$ cat src/rtl/tt_host_pin_driver.sv
// ---------------------------------------------------------------------------------------------
// tt_host_pin_driver
//   Host-side driver for the 8-pin benchmark wrapper. Takes one command at a time (output
//   select, data bits, optional DUT reset, N clock pulses), builds the registered pin word
//   {sel, data, rst_n, dclk}, toggles the wrapper clock N times, then samples the wrapper
//   outputs and returns them over a valid/ready response channel.
//
// Parameters
//   CLK_DIV  clk cycles per half-period of the generated DUT clock (also SETUP settle time), >=1
//   CNT_W    width of the pulse count; max pulses per command = 2**CNT_W-1
//
// Ports
//   clk_i          system clock
//   rst_ni         asynchronous active-low reset
//   cmd_valid_i    command offered
//   cmd_ready_o    high only in idle; a command is accepted on cmd_valid_i & cmd_ready_o
//   cmd_sel_i      output select, drives dut_io_in_o[7:5]
//   cmd_data_i     data bits, drive dut_io_in_o[4:2]
//   cmd_reset_i    1 = hold DUT reset (dut_io_in_o[1]=0) for the whole command
//   cmd_pulses_i   number of DUT clock pulses; 0 = sample only
//   rsp_valid_o    response byte available
//   rsp_ready_i    response consumed on rsp_valid_o & rsp_ready_i
//   rsp_data_o     sampled DUT output byte
//   busy_o         high in every state except idle
//   dut_io_in_o    registered pin word to the wrapper
//   dut_io_out_i   wrapper output pins, asynchronous to clk_i
// ---------------------------------------------------------------------------------------------
module tt_host_pin_driver #(
    parameter int unsigned CLK_DIV = 2,
    parameter int unsigned CNT_W   = 8
) (
    input  logic             clk_i,
    input  logic             rst_ni,
    input  logic             cmd_valid_i,
    output logic             cmd_ready_o,
    input  logic [2:0]       cmd_sel_i,
    input  logic [2:0]       cmd_data_i,
    input  logic             cmd_reset_i,
    input  logic [CNT_W-1:0] cmd_pulses_i,
    output logic             rsp_valid_o,
    input  logic             rsp_ready_i,
    output logic [7:0]       rsp_data_o,
    output logic             busy_o,
    output logic [7:0]       dut_io_in_o,
    input  logic [7:0]       dut_io_out_i
);

    localparam int unsigned DivW = $clog2(CLK_DIV + 1);
    // Divider counts down to zero, so a phase of CLK_DIV cycles loads CLK_DIV-1.
    localparam logic [DivW-1:0] DivLoad    = DivW'(CLK_DIV - 1);
    // Two cycles in SAMPLE let the synchronizer flush the last pin change.
    localparam logic [DivW-1:0] SampleLoad = DivW'(1);

    typedef enum logic [2:0] {
        StIdle,
        StSetup,
        StClkHi,
        StClkLo,
        StSample,
        StResp
    } state_e;

    state_e           state_q;
    logic [DivW-1:0]  div_q;
    logic [CNT_W-1:0] cnt_q;
    logic [2:0]       sel_q;
    logic [2:0]       data_q;
    logic [7:0]       pins_q;
    logic             cmd_ready_q;
    logic             rsp_valid_q;
    logic [7:0]       rsp_data_q;
    logic [7:0]       sync1_q;
    logic [7:0]       sync2_q;

    // Wrapper outputs are asynchronous; only sync2_q is ever captured.
    always_ff @(posedge clk_i or negedge rst_ni) begin
        if (!rst_ni) begin
            sync1_q <= 8'h00;
            sync2_q <= 8'h00;
        end else begin
            sync1_q <= dut_io_out_i;
            sync2_q <= sync1_q;
        end
    end

    always_ff @(posedge clk_i or negedge rst_ni) begin
        if (!rst_ni) begin
            state_q     <= StIdle;
            div_q       <= '0;
            cnt_q       <= '0;
            sel_q       <= 3'd0;
            data_q      <= 3'd0;
            pins_q      <= 8'h00;
            cmd_ready_q <= 1'b0;
            rsp_valid_q <= 1'b0;
            rsp_data_q  <= 8'h00;
        end else begin
            unique case (state_q)
                StIdle: begin
                    // Idle pin word keeps the last select/data with the DUT out of reset.
                    cmd_ready_q <= 1'b1;
                    pins_q      <= {sel_q, data_q, 2'b10};
                    if (cmd_valid_i && cmd_ready_q) begin
                        sel_q       <= cmd_sel_i;
                        data_q      <= cmd_data_i;
                        cnt_q       <= cmd_pulses_i;
                        pins_q      <= {cmd_sel_i, cmd_data_i, ~cmd_reset_i, 1'b0};
                        div_q       <= DivLoad;
                        cmd_ready_q <= 1'b0;
                        state_q     <= StSetup;
                    end
                end
                StSetup: begin
                    if (div_q == '0) begin
                        if (cnt_q != '0) begin
                            pins_q[0] <= 1'b1;
                            div_q     <= DivLoad;
                            state_q   <= StClkHi;
                        end else begin
                            div_q   <= SampleLoad;
                            state_q <= StSample;
                        end
                    end else begin
                        div_q <= div_q - 1'b1;
                    end
                end
                StClkHi: begin
                    if (div_q == '0) begin
                        pins_q[0] <= 1'b0;
                        div_q     <= DivLoad;
                        state_q   <= StClkLo;
                    end else begin
                        div_q <= div_q - 1'b1;
                    end
                end
                StClkLo: begin
                    if (div_q == '0) begin
                        // cnt_q is non-zero here, so the decrement never wraps.
                        cnt_q <= cnt_q - 1'b1;
                        if (cnt_q == CNT_W'(1)) begin
                            div_q   <= SampleLoad;
                            state_q <= StSample;
                        end else begin
                            pins_q[0] <= 1'b1;
                            div_q     <= DivLoad;
                            state_q   <= StClkHi;
                        end
                    end else begin
                        div_q <= div_q - 1'b1;
                    end
                end
                StSample: begin
                    if (div_q == '0) begin
                        rsp_data_q  <= sync2_q;
                        rsp_valid_q <= 1'b1;
                        state_q     <= StResp;
                    end else begin
                        div_q <= div_q - 1'b1;
                    end
                end
                StResp: begin
                    if (rsp_ready_i) begin
                        // DUT reset is released only now, after the sample was taken.
                        rsp_valid_q <= 1'b0;
                        cmd_ready_q <= 1'b1;
                        pins_q      <= {sel_q, data_q, 2'b10};
                        state_q     <= StIdle;
                    end
                end
                default: begin
                    state_q <= StIdle;
                end
            endcase
        end
    end

    assign cmd_ready_o = cmd_ready_q;
    assign rsp_valid_o = rsp_valid_q;
    assign rsp_data_o  = rsp_data_q;
    assign busy_o      = (state_q != StIdle);
    assign dut_io_in_o = pins_q;

endmodule
$ cat config.mk
export PLATFORM = sky130hd
export DESIGN_NAME = tt_host_pin_driver
export DESIGN_NICKNAME = d
export VERILOG_FILES = /design/src/rtl/tt_host_pin_driver.sv
export SDC_FILE = /design/constraint.sdc
export NUM_CORES = 1
export LEC_CHECK = 0
export ABC_AREA = 1
export CAP_MARGIN = 20
export CORE_MARGIN = 2
export CORE_UTILIZATION = 35
export DETAILED_ROUTE_END_ITERATION = 7
export PLACE_DENSITY_LB_ADDON = 0.3
export SYNTH_ARGS = -nofsm -noshare
export SYNTH_HDL_FRONTEND = slang
export SYNTH_SLANG_ARGS = --single-unit
$ cat constraint.sdc
create_clock -name clk_i -period 2.7 [get_ports clk_i]
set_input_delay 0.54 -clock clk_i [delete_from_list [all_inputs] [get_ports clk_i]]
set_output_delay 0.54 -clock clk_i [all_outputs]
set_load 0.05 [all_outputs]
* Yosys cells after proc, flatten, opt, wreduce, memory -nomap -nowiden
Cells that the tools add are included.
Storage, ports and cells: bits in registers 53, output and inout port bits 19
Operators by class: $add $sub $neg 2, equality and inequality tests 15, mux-type cells 31, bitwise operators 1, reductions and logical operators 19
Operators by type and width (count):
- 2-to-1 mux 8 bit | 4
- 2-to-1 mux 3 bit | 8
- != test 2 bit, second input constant | 9
- one-hot mux 3 bit (6 select lines) | 1
- one-hot mux 8 bit (2 select lines) | 1
- one-hot mux 7 bit (2 select lines) | 1
- 2-to-1 mux 1 bit | 9
- AND reduction 3 bit | 3
- equality test 8 x 1 -> 1 bit, second input constant | 1
- nonzero test 8 bit | 1
- subtractor 8 x 1 -> 8 bit, second input constant | 1
- AND reduction 7 bit | 1
- equality test 3 x 2 -> 1 bit, second input constant | 2
- equality test 3 bit, second input constant | 2
- 2-to-1 mux 2 bit | 3
- one-hot mux 2 bit (3 select lines) | 1
- AND reduction 2 bit | 3
- AND reduction 6 bit | 1
- nonzero test 2 bit | 3
- nonzero test 3 bit | 2
- one-hot mux 1 bit (5 select lines) | 1
- nonzero test 5 bit | 1
- one-hot mux 1 bit (2 select lines) | 2
- equality test 3 x 1 -> 1 bit, second input constant | 1
- other kinds (6) | 6

* Longest topological paths before layout
Gate-level depths: netlist of the first run.
word-level depth 4, depth in mapped cells 9, depth with buffers taken out 9

* Worst setup path after synthesis of the first run
Ideal clock, no wire load.
path type reg-to-reg, start point register cmd_ready_q, in the netlist cmd_ready_o, end point register cnt_q[4], library setup time 0.120 ns, arrival time 1.303 ns, path slack 1.277 ns, stages on the path, launching flop included 6, path buffers 0, cell sequence dfrtp_1 nand2_1 nand3_2 nand2_4 o21ai_1 nand2_1
Between the ends: cells in the longest elaborated chain, start to end 3
RTL lines:
- start, declared | line 69 | logic cmd_ready_q;
- start signal, assigned | line 94 | cmd_ready_q <= 1'b0;
- start signal, assigned | line 101 | cmd_ready_q <= 1'b1;
- start signal, assigned | line 109 | cmd_ready_q <= 1'b0;
- logical AND 1 bit | line 103 | if (cmd_valid_i && cmd_ready_q) begin
- != test 2 bit (no source line)
- AND reduction 3 bit (no source line)
- end signal, assigned | line 106 | cnt_q <= cmd_pulses_i;
- end signal, assigned | line 139 | cnt_q <= cnt_q - 1'b1;
- end, declared | line 65 | logic [CNT_W-1:0] cnt_q;
No other way between the ends. A chain may end at the register's enable or synchronous reset.

* Worst setup path after layout of the first run
start point register state_q[2], end point output busy_o
Between the ends: cells in the longest elaborated chain, start to end 1
RTL lines:
- start, declared | line 63 | state_e state_q;
- start signal, assigned | line 88 | state_q <= StIdle;
- start signal, assigned | line 110 | state_q <= StSetup;
- start signal, assigned | line 118 | state_q <= StClkHi;
- nonzero test 3 bit | line 180 | assign busy_o = (state_q != StIdle);
- end, declared | line 43 | output logic busy_o,
No other way between the ends.

==> results of run 1 <==
power breakdown:
| group | switching (mW) | internal, mW | leakage (nW) |
|---|---|---|---|
| registers | 0.190 | 1.08 | 0.646 |
| clock network | 0.283 | 0.194 | 0.0506 |
| logic | 1.42 | 0.708 | 0.818 |
worst max path at each step:
stage	end	slack [ps]
2_1_floorplan	cnt_q[4]	1280
3_3_place_gp	busy_o	610
3_5_place_dp	busy_o	550
4_1_cts	busy_o	190
5_1_grt	busy_o	120
6_report	busy_o	200
cells by family (layout without fill, tap and decap cells):
logic type | count (synthesis) | in the layout | synth area share (%)
adder cells (fa/ha/maj) | 5 | 5 | 2.470
AND/OR/NAND/NOR | 157 | 157 | 28.75
AO/OA/AOI/OAI | 35 | 35 | 8.102
buffers and inverters | 40 | 88 | 8.300
flip-flops | 53 | 53 | 52.37
layout make-up:
| class | count | area (um2) |
|---|---|---|
| fillers | 737 | 3996 |
| multi-input cells | 197 | 996.0 |
| inverters | 33 | 136.4 |
| repair buffers | 47 | 460.4 |
| clock buffers | 5 | 68.82 |
| clock inverters | 3 | 28.78 |
| well taps | 99 | 123.9 |
| flip-flops and latches | 53 | 1326 |
per-layer routing:
layer | global-route usage, % | wire [um] | vias up
met4 | 4.613 | 63 | 0
li1 | - | - | 1010
met2 | 21.44 | 2201 | 41
met1 | 17.98 | 2222 | 864
met5 | 0 | 0 | -
met3 | 3.324 | 237 | 6
registers in the layout, summed over array words and instances, names as in the netlist:
name and count:
cmd_ready_o 1, rsp_data_o 8, div_q 2, data_q 3, rsp_valid_o 1, cnt_q 8
sync2_q 8, sel_q 3, sync1_q 8, dut_io_in_o 8, state_q 3
critical path, stage by stage (launching register included):
cell	delay [ps]
dfrtp_1	590
inv_4	110
nand2_4	140
clkdlybuf4s50_1	810
layout by cell type, fill, tap and decap left out, types with 4 or more instances in the layout:
master and instances:
inv_1 26, nand2_4 4, nor2_1 18, clkbuf_8 5, nand3_2 6, o21ai_2 8
o21ai_0 13, clkdlybuf4s50_1 44, nor2_4 4, o21ai_1 11, ha_1 5, dfrtp_1 53
nand3_1 18, nand2_1 99
==> results.py, run 1 <==
metrics = {
    "power_and_ir_drop": {
        "max-vdd-ir-drop_mv": 0.3611,
        "powerDensity_nw_per_um2": 1235,
        "p_leak_nw": 1.515,
        "power_mw": 3.878,
    },
    "cells_and_area": {
        "antenna_cells": 0,
        "drive_gt1_share_pct": 13.31,
        "utilization_pct": 44.00,
        "syn2layout_area_growth_pct": 24.01,
        "finalInstanceArea_um2": 3141,
        "fin_cells": 437,
        "nNetsFinal": 369,
    },
    "timing": {
        "hold_violations": 0,
        "setup_viol": 0,
        "min_period_ps": 2502,
        "finalCritPeriodShare_pct": 92.68,
        "worst_pin_slew_ps": 772.8,
        "rsz0062_at_grt": "false",
        "whs_ps": 288.8,
        "tns_ps": 0,
        "clock_skew_ps": 10.01,
        "slew_headroom_pct": 48.48,
        "max_freq_mhz": 399.6,
        "slew_violations": 0,
        "setup_ws_ps": 197.6,
    },
    "floorplanning": {
        "rows": 31,
        "die_w_um": 89.06,
        "fp.dieH_um": 89.06,
        "dieArea_um2": 7932,
        "core_um2": 7137,
        "pin_count": 46,
        "start_util_pct": 35.48,
    },
    "placed_design": {
        "dpl_cell_area_um2": 3043,
        "dp_hpwl_um": 3449,
        "pre_cts_ws_ps": 549.4,
        "dp.cells": 429,
        "numPortBuffers": 45,
        "gp_congestion": 0.8981,
    },
    "synthesis": {
        "postSynthCellCount": 290,
        "synth-seq-area-share_pct": 52.37,
        "synth_area_per_cell_um2": 8.733,
        "synth.top_cell.area_share_pct": 52.37,
        "synth_area_um2": 2532,
        "synth_area_leaders": "dfrtp_1 52%, nand2_1 15%, inv_1 3.9%, nand3_1 3.6%, o21ai_2 2.8%",
        "yosysUniqueCellTypes": 24,
        "synthArstFlopShare_pct": 100.0,
        "yosys-top-cells-count": "99 x nand2_1, 53 x dfrtp_1, 26 x inv_1",
        "synth.most_common_cell": "nand2_1",
        "synth_seq_cells": 53,
        "ys.warnings.count": 0,
        "synth-edff-count": 0,
        "synth_nets": 322,
        "yosys.area.top_type": "dfrtp_1",
        "synthFlopType": "dfrtp_1",
    },
    "min_path": {
        "min_path_type": "in -> async",
    },
    "setup_path": {
        "end_kind": "output port",
        "arrival_ps": 1960,
        "worst_setup_path_start_kind": "register",
        "r2r_end": "div_q[1]",
        "worstRegToRegCells": 5,
        "cp.required_ps": 2160,
        "startpoint": "state_q[2]",
        "path_max_fanout": 8,
        "crit_type": "reg -> out",
        "rrSetupSlack_ps": 1040,
        "r2r-start": "state_q[0]",
    },
    "clocking": {
        "cts_tree": "yes",
        "root_buffer": "clkbuf_8",
        "clk_latency_ps": 310,
        "cts_setup_buffers": 0,
        "numCtsBuffers": 5,
        "cts.sinks": 53,
        "clockBufferDepth": 2,
        "clk_pin_slew_ps": 110,
        "holdBufCountCts": 0,
        "cts_resized": 0,
        "h-tree-depth": 2,
    },
    "routing": {
        "vias_per_cell": 4.396,
        "drt_wl_total_um": 4723,
        "routedWlPerCell_um": 10.81,
        "dr.first_iter.drc_count": 67,
        "drtAntennaViolNets": 0,
        "drc_errors": 0,
        "dr.pass1.iters": 4,
        "vias": 1921,
    },
    "job": {
        "maxCapViolCount": 0,
    },
    "global_route": {
        "antenna_found_initial": 0,
        "grt_pass1_wl_um": 8273,
        "grt_pass1_vias": 1775,
        "grt_usage_pct": 13.44,
        "globalRoute.totalOverflow": 0,
        "grt_max_degree": 37,
    },
    "status": {
        "status": "finished, final reports clean",
    },
}
Power figures use the tool's default switching activity.
==> inputs of run 2 (changes only) <==
--- a/config.mk
+++ b/config.mk
@@ -10,6 +10,7 @@
 export CORE_MARGIN = 2
 export CORE_UTILIZATION = 35
 export DETAILED_ROUTE_END_ITERATION = 7
+export MAX_ROUTING_LAYER = met4
 export PLACE_DENSITY_LB_ADDON = 0.3
 export SYNTH_ARGS = -nofsm -noshare
 export SYNTH_HDL_FRONTEND = slang
==> run 2 against run 1 <==
Against the previous run:
- via count hardly changed
- clock skew about the same
- design area is the same
- sequential cell count unchanged
- hold slack hardly changed
- sequential share of layout area did not move
- largest power group unchanged
- first-iteration DRC count unchanged
==> results.py, run 2 (synthesis gave the netlist of run 1 again) <==
metrics = {
    "status": {
        "status": "finished, final reports clean",
    },
    "global_route": {
        "gr-usage-met2_pct": 21.44,
        "globalRoute.totalOverflow": 0,
        "top_usage_layer": "met2",
        "grt_max_degree": 37,
        "grt_usage_pct": 13.86,
        "use_met1_pct": 18.10,
        "use_met3_pct": 3.139,
        "grt_pass1_vias": 1775,
        "antenna_found_initial": 0,
        "grt_pass1_wl_um": 8273,
    },
    "cells_and_area": {
        "layout_common_cells": "99 x nand2_1, 53 x dfrtp_1, 44 x clkdlybuf4s50_1, 26 x inv_1",
        "finalInstanceArea_um2": 3141,
        "final_common_cell": "nand2_1",
        "syn2layout_area_growth_pct": 24.01,
        "nNetsFinal": 369,
        "drive_gt1_share_pct": 13.31,
        "antenna_cells": 0,
    },
    "clocking": {
        "clk_pin_slew_ps": 110,
        "numCtsBuffers": 5,
        "clockBufferDepth": 2,
        "h-tree-depth": 2,
        "cts_setup_buffers": 0,
        "holdBufCountCts": 0,
        "clk_latency_ps": 310,
        "cts.sinks": 53,
        "cts_resized": 0,
        "root_buffer": "clkbuf_8",
        "cts_tree": "yes",
    },
    "timing": {
        "slew_headroom_pct": 48.48,
        "min_period_ps": 2504,
        "rsz0062_at_grt": "false",
        "worst_pin_slew_ps": 772.8,
        "whs_ps": 288.8,
        "hold_violations": 0,
        "slew_violations": 0,
        "tns_ps": 0,
        "clock_skew_ps": 10.01,
        "setup_viol": 0,
        "finalCritPeriodShare_pct": 92.74,
        "max_freq_mhz": 399.4,
    },
    "min_path": {
        "min_path_type": "in -> async",
    },
    "placed_design": {
        "dpl_cell_area_um2": 3043,
        "dp_hpwl_um": 3449,
        "gp_congestion": 0.9134,
        "numPortBuffers": 45,
    },
    "floorplanning": {
        "dieArea_um2": 7932,
        "core_um2": 7137,
        "start_util_pct": 35.48,
        "die_w_um": 89.06,
        "fp.dieH_um": 89.06,
        "rows": 31,
        "pin_count": 46,
    },
    "setup_path": {
        "critPathSlowestCell": "clkdlybuf4s50_1",
        "crit_type": "reg -> out",
        "path_max_fanout": 8,
        "arrival_ps": 1960,
        "cp.required_ps": 2160,
        "end_kind": "output port",
        "worst_setup_path_start_kind": "register",
        "cpPeakStageDelay_ps": 810,
        "cp_cell_sequence": "inv_4 -> nand2_4 -> clkdlybuf4s50_1",
    },
    "routing": {
        "drt_wl_total_um": 4727,
        "drtAntennaViolNets": 0,
        "drc_errors": 0,
        "vias": 1922,
        "dr.first_iter.drc_count": 67,
        "vias_per_cell": 4.398,
        "dr.pass1.iters": 4,
        "routedWlPerCell_um": 10.82,
    },
    "job": {
        "maxCapViolCount": 0,
    },
    "power_and_ir_drop": {
        "power_mw": 3.878,
        "max-vdd-ir-drop_mv": 0.3612,
        "p_leak_nw": 1.515,
        "powerDensity_nw_per_um2": 1235,
    },
}
==> run 2: cell counts in the layout (fill, tap and decap cells not counted) <==
Identical to the previous run, type by type.
==> run 2: worst paths after layout <==
path | slack (ps) | end | start | cells after the start
max in group asynchronous | 1720 | cnt_q[5] | rst_ni | 2
hold reg to reg | 360 | sync2_q[7] | sync1_q[7] | 0
min in group clk_i | 360 | sync2_q[7] | sync1_q[7] | 0
setup / recovery | 200 | busy_o | state_q[2] | 3
setup reg to reg | 1040 | div_q[1] | state_q[0] | 5
hold / removal | 290 | rsp_data_o[0] | rst_ni | 1
==> run 2: area by class of cell <==
class / count / area (um2)
Fill cell: 737 / 3996
Sequential cell: 53 / 1326
Multi-Input combinational cell: 197 / 996.0
Timing Repair Buffer: 47 / 460.4
Inverter: 33 / 136.4
Tap cell: 99 / 123.9
Clock buffer: 5 / 68.82
Clock inverter: 3 / 28.78
==> run 2: layer usage <==
layer | vias up | routed length, um
met4 | 0 | 68
met5 | - | 0
met2 | 43 | 2198
li1 | 1010 | -
met1 | 863 | 2230
met3 | 6 | 229
==> run 2: power by group <==
part           internal, mW  switching, mW
Clock                 0.194          0.284
Combinational         0.708           1.42
Sequential             1.08          0.190
Total                  1.98           1.90
==> run 2: metrics by stage <==
step,std cells,setup slack [ps],utilization [%]
5_1_grt,437,115.8,44.00
3_5_place_dp,429,549.4,42.64
2_1_floorplan,290,1277,-
6_report,437,195.9,44.00
3_3_place_gp,429,609.6,42.64
4_1_cts,437,189.2,44.00
==> run 2: worst max-delay path, delay by kind of cell (launching register included) <==
kind / cells / cell delay [ps]
buf+inv: 2 / 920
flops: 1 / 590
simple gates: 1 / 140
==> inputs of run 3 (changes only) <==
--- a/config.mk
+++ b/config.mk
@@ -8,10 +8,11 @@
 export ABC_AREA = 1
 export CAP_MARGIN = 20
 export CORE_MARGIN = 2
-export CORE_UTILIZATION = 35
+export CORE_UTILIZATION = 40
+export CTS_BUF_LIST = sky130_fd_sc_hd__clkbuf_4
 export DETAILED_ROUTE_END_ITERATION = 7
 export MAX_ROUTING_LAYER = met4
-export PLACE_DENSITY_LB_ADDON = 0.3
+export PLACE_DENSITY = 0.68
 export SYNTH_ARGS = -nofsm -noshare
 export SYNTH_HDL_FRONTEND = slang
 export SYNTH_SLANG_ARGS = --single-unit
==> run 3 against run 2 <==
Against the previous run:
- power down 2.6%
- routed wire length shrank 5.3%
- sequential share of layout area increased by 0.84 points
- core utilization rose by 7.1 points
- clock-buffer cell count did not move
- sequential cell count did not move
- clock skew increased by 7.8 ps
- first-iteration DRC count rose by 16%
- combinational power is essentially flat
- register-to-register slack is essentially flat
- critical path type unchanged
- critical endpoint unchanged
==> results.py, run 3 (synthesis gave the netlist of run 1 again) <==
metrics = {
    "routing": {
        "maxUsedRoutingLayer": "met4",
        "met1Wirelength_um": 2231,
        "vias_per_cell": 4.523,
        "dr.pass1.iters": 4,
        "drtAntennaViolNets": 0,
        "vias": 1868,
        "met2_length_um": 2006,
        "drt_wl_total_um": 4477,
        "routed-wl-met3_um": 185,
        "routedWlPerCell_um": 10.84,
        "drc_errors": 0,
        "dr.first_iter.drc_count": 78,
    },
    "placed_design": {
        "dp_hpwl_um": 3341,
        "dp.cells": 405,
        "gp_congestion": 0.8255,
        "numPortBuffers": 45,
    },
    "power_and_ir_drop": {
        "powerDensity_nw_per_um2": 1226,
        "power_mw": 3.775,
        "p_leak_nw": 1.502,
        "max-vdd-ir-drop_mv": 0.7180,
    },
    "clocking": {
        "root_buffer": "clkbuf_4",
        "holdBufCountCts": 0,
        "cts_resized": 0,
        "numCtsBuffers": 5,
        "cts_tree": "yes",
        "h-tree-depth": 2,
        "cts_setup_buffers": 0,
        "clk_pin_slew_ps": 170,
        "cts.sinks": 53,
        "clockBufferDepth": 2,
        "clk_latency_ps": 380,
    },
    "cells_and_area": {
        "drive_gt1_share_pct": 13.31,
        "syn2layout_area_growth_pct": 21.59,
        "layout_common_cells": "99 x nand2_1, 53 x dfrtp_1, 44 x clkdlybuf4s50_1, 26 x inv_1",
        "fin_cells": 413,
        "antenna_cells": 0,
        "final_common_cell": "nand2_1",
        "nNetsFinal": 369,
    },
    "global_route": {
        "grt_pass1_vias": 1719,
        "grt_usage_pct": 14.17,
        "grt_pass1_wl_um": 7976,
        "grt_max_degree": 41,
        "globalRoute.totalOverflow": 0,
        "antenna_found_initial": 0,
    },
    "timing": {
        "min_period_ps": 2550,
        "rsz0062_at_grt": "false",
        "setup_viol": 0,
        "finalCritPeriodShare_pct": 94.43,
        "hold_violations": 0,
        "tns_ps": 0,
        "slew_violations": 0,
        "max_freq_mhz": 392.2,
        "slew_headroom_pct": 44.38,
        "clock_skew_ps": 17.79,
        "worst_pin_slew_ps": 834.3,
    },
    "setup_path": {
        "path_max_fanout": 8,
        "arrival_ps": 2010,
        "worst_setup_path_start_kind": "register",
        "crit_family": "buffers and inverters",
        "crit_type": "reg -> out",
        "crit_buf_inv": 2,
        "critPathSlowestCell": "clkdlybuf4s50_1",
        "end_kind": "output port",
        "cp.required_ps": 2160,
        "cpPeakStageDelay_ps": 810,
        "cp_cell_sequence": "inv_4 -> nand2_4 -> clkdlybuf4s50_1",
    },
    "floorplanning": {
        "fp.dieH_um": 83.57,
        "core_um2": 6026,
        "pin_count": 46,
        "rows": 28,
        "die_w_um": 83.57,
        "dieArea_um2": 6984,
        "start_util_pct": 42.03,
    },
    "job": {
        "maxCapViolCount": 0,
    },
    "min_path": {
        "min_path_type": "in -> async",
    },
    "status": {
        "status": "finished, final reports clean",
    },
}
==> run 3: cell types whose count changed in the layout (fill, tap and decap cells not counted) <==
cell      delta
clkbuf_4     +5
clkbuf_8     -5
==> run 3: worst reg2reg max path, cell delays in order (launching register included) <==
cell and delay, ps:
dfrtp_1 530, nor2_4 200, nand3_1 390, nand3_1 320, nor2_1 60, a21oi_1 110
==> run 3: final timing paths <==
path	from	to	slack (ps)	depth (start not counted)
max	state_q[2]	busy_o	150	3
max reg2reg	state_q[0]	div_q[1]	1030	5
min	rst_ni	sync2_q[3]	230	1
min in group clk_i	sync1_q[0]	sync2_q[0]	360	0
max in group asynchronous	rst_ni	state_q[0]	1790	2
min reg2reg	sync1_q[0]	sync2_q[0]	360	0
==> run 3: per-layer routing <==
layer / up-vias / GRT usage [%]
li1: 1014 / -
met1: 812 / 18.98
met2: 36 / 21.82
met3: 6 / 2.572
met4: 0 / 4.839
met5: - / -
==> run 3: metrics by stage <==
stage | area (um2) | setup WS [ps] | hold WS (ps) | utilization [%]
after global routing | 3079 | 45.58 | 273.4 | 51.10
after floorplan | 2532 | 1277 | 244.4 | -
after CTS | 3079 | 124.1 | 247.5 | 51.10
after global placement | 3013 | 606.7 | 333.9 | 50.00
after detailed placement | 3013 | 566.1 | 334.7 | 50.00
final | 3079 | 150.4 | 227.2 | 51.10
==> run 3: report_power, final <==
part | internal (mW) | switching [mW]
Combinational | 0.706 | 1.41
Clock | 0.114 | 0.270
Sequential | 1.08 | 0.193
==> run 3: final cells by class <==
cell class	count	area, um2
inverters	33	136.4
clock inverters	3	28.78
clock buffers	5	37.54
well taps	75	93.84
multi-input cells	197	996.0
fillers	565	2947
flip-flops and latches	53	1326
repair buffers	47	460.4
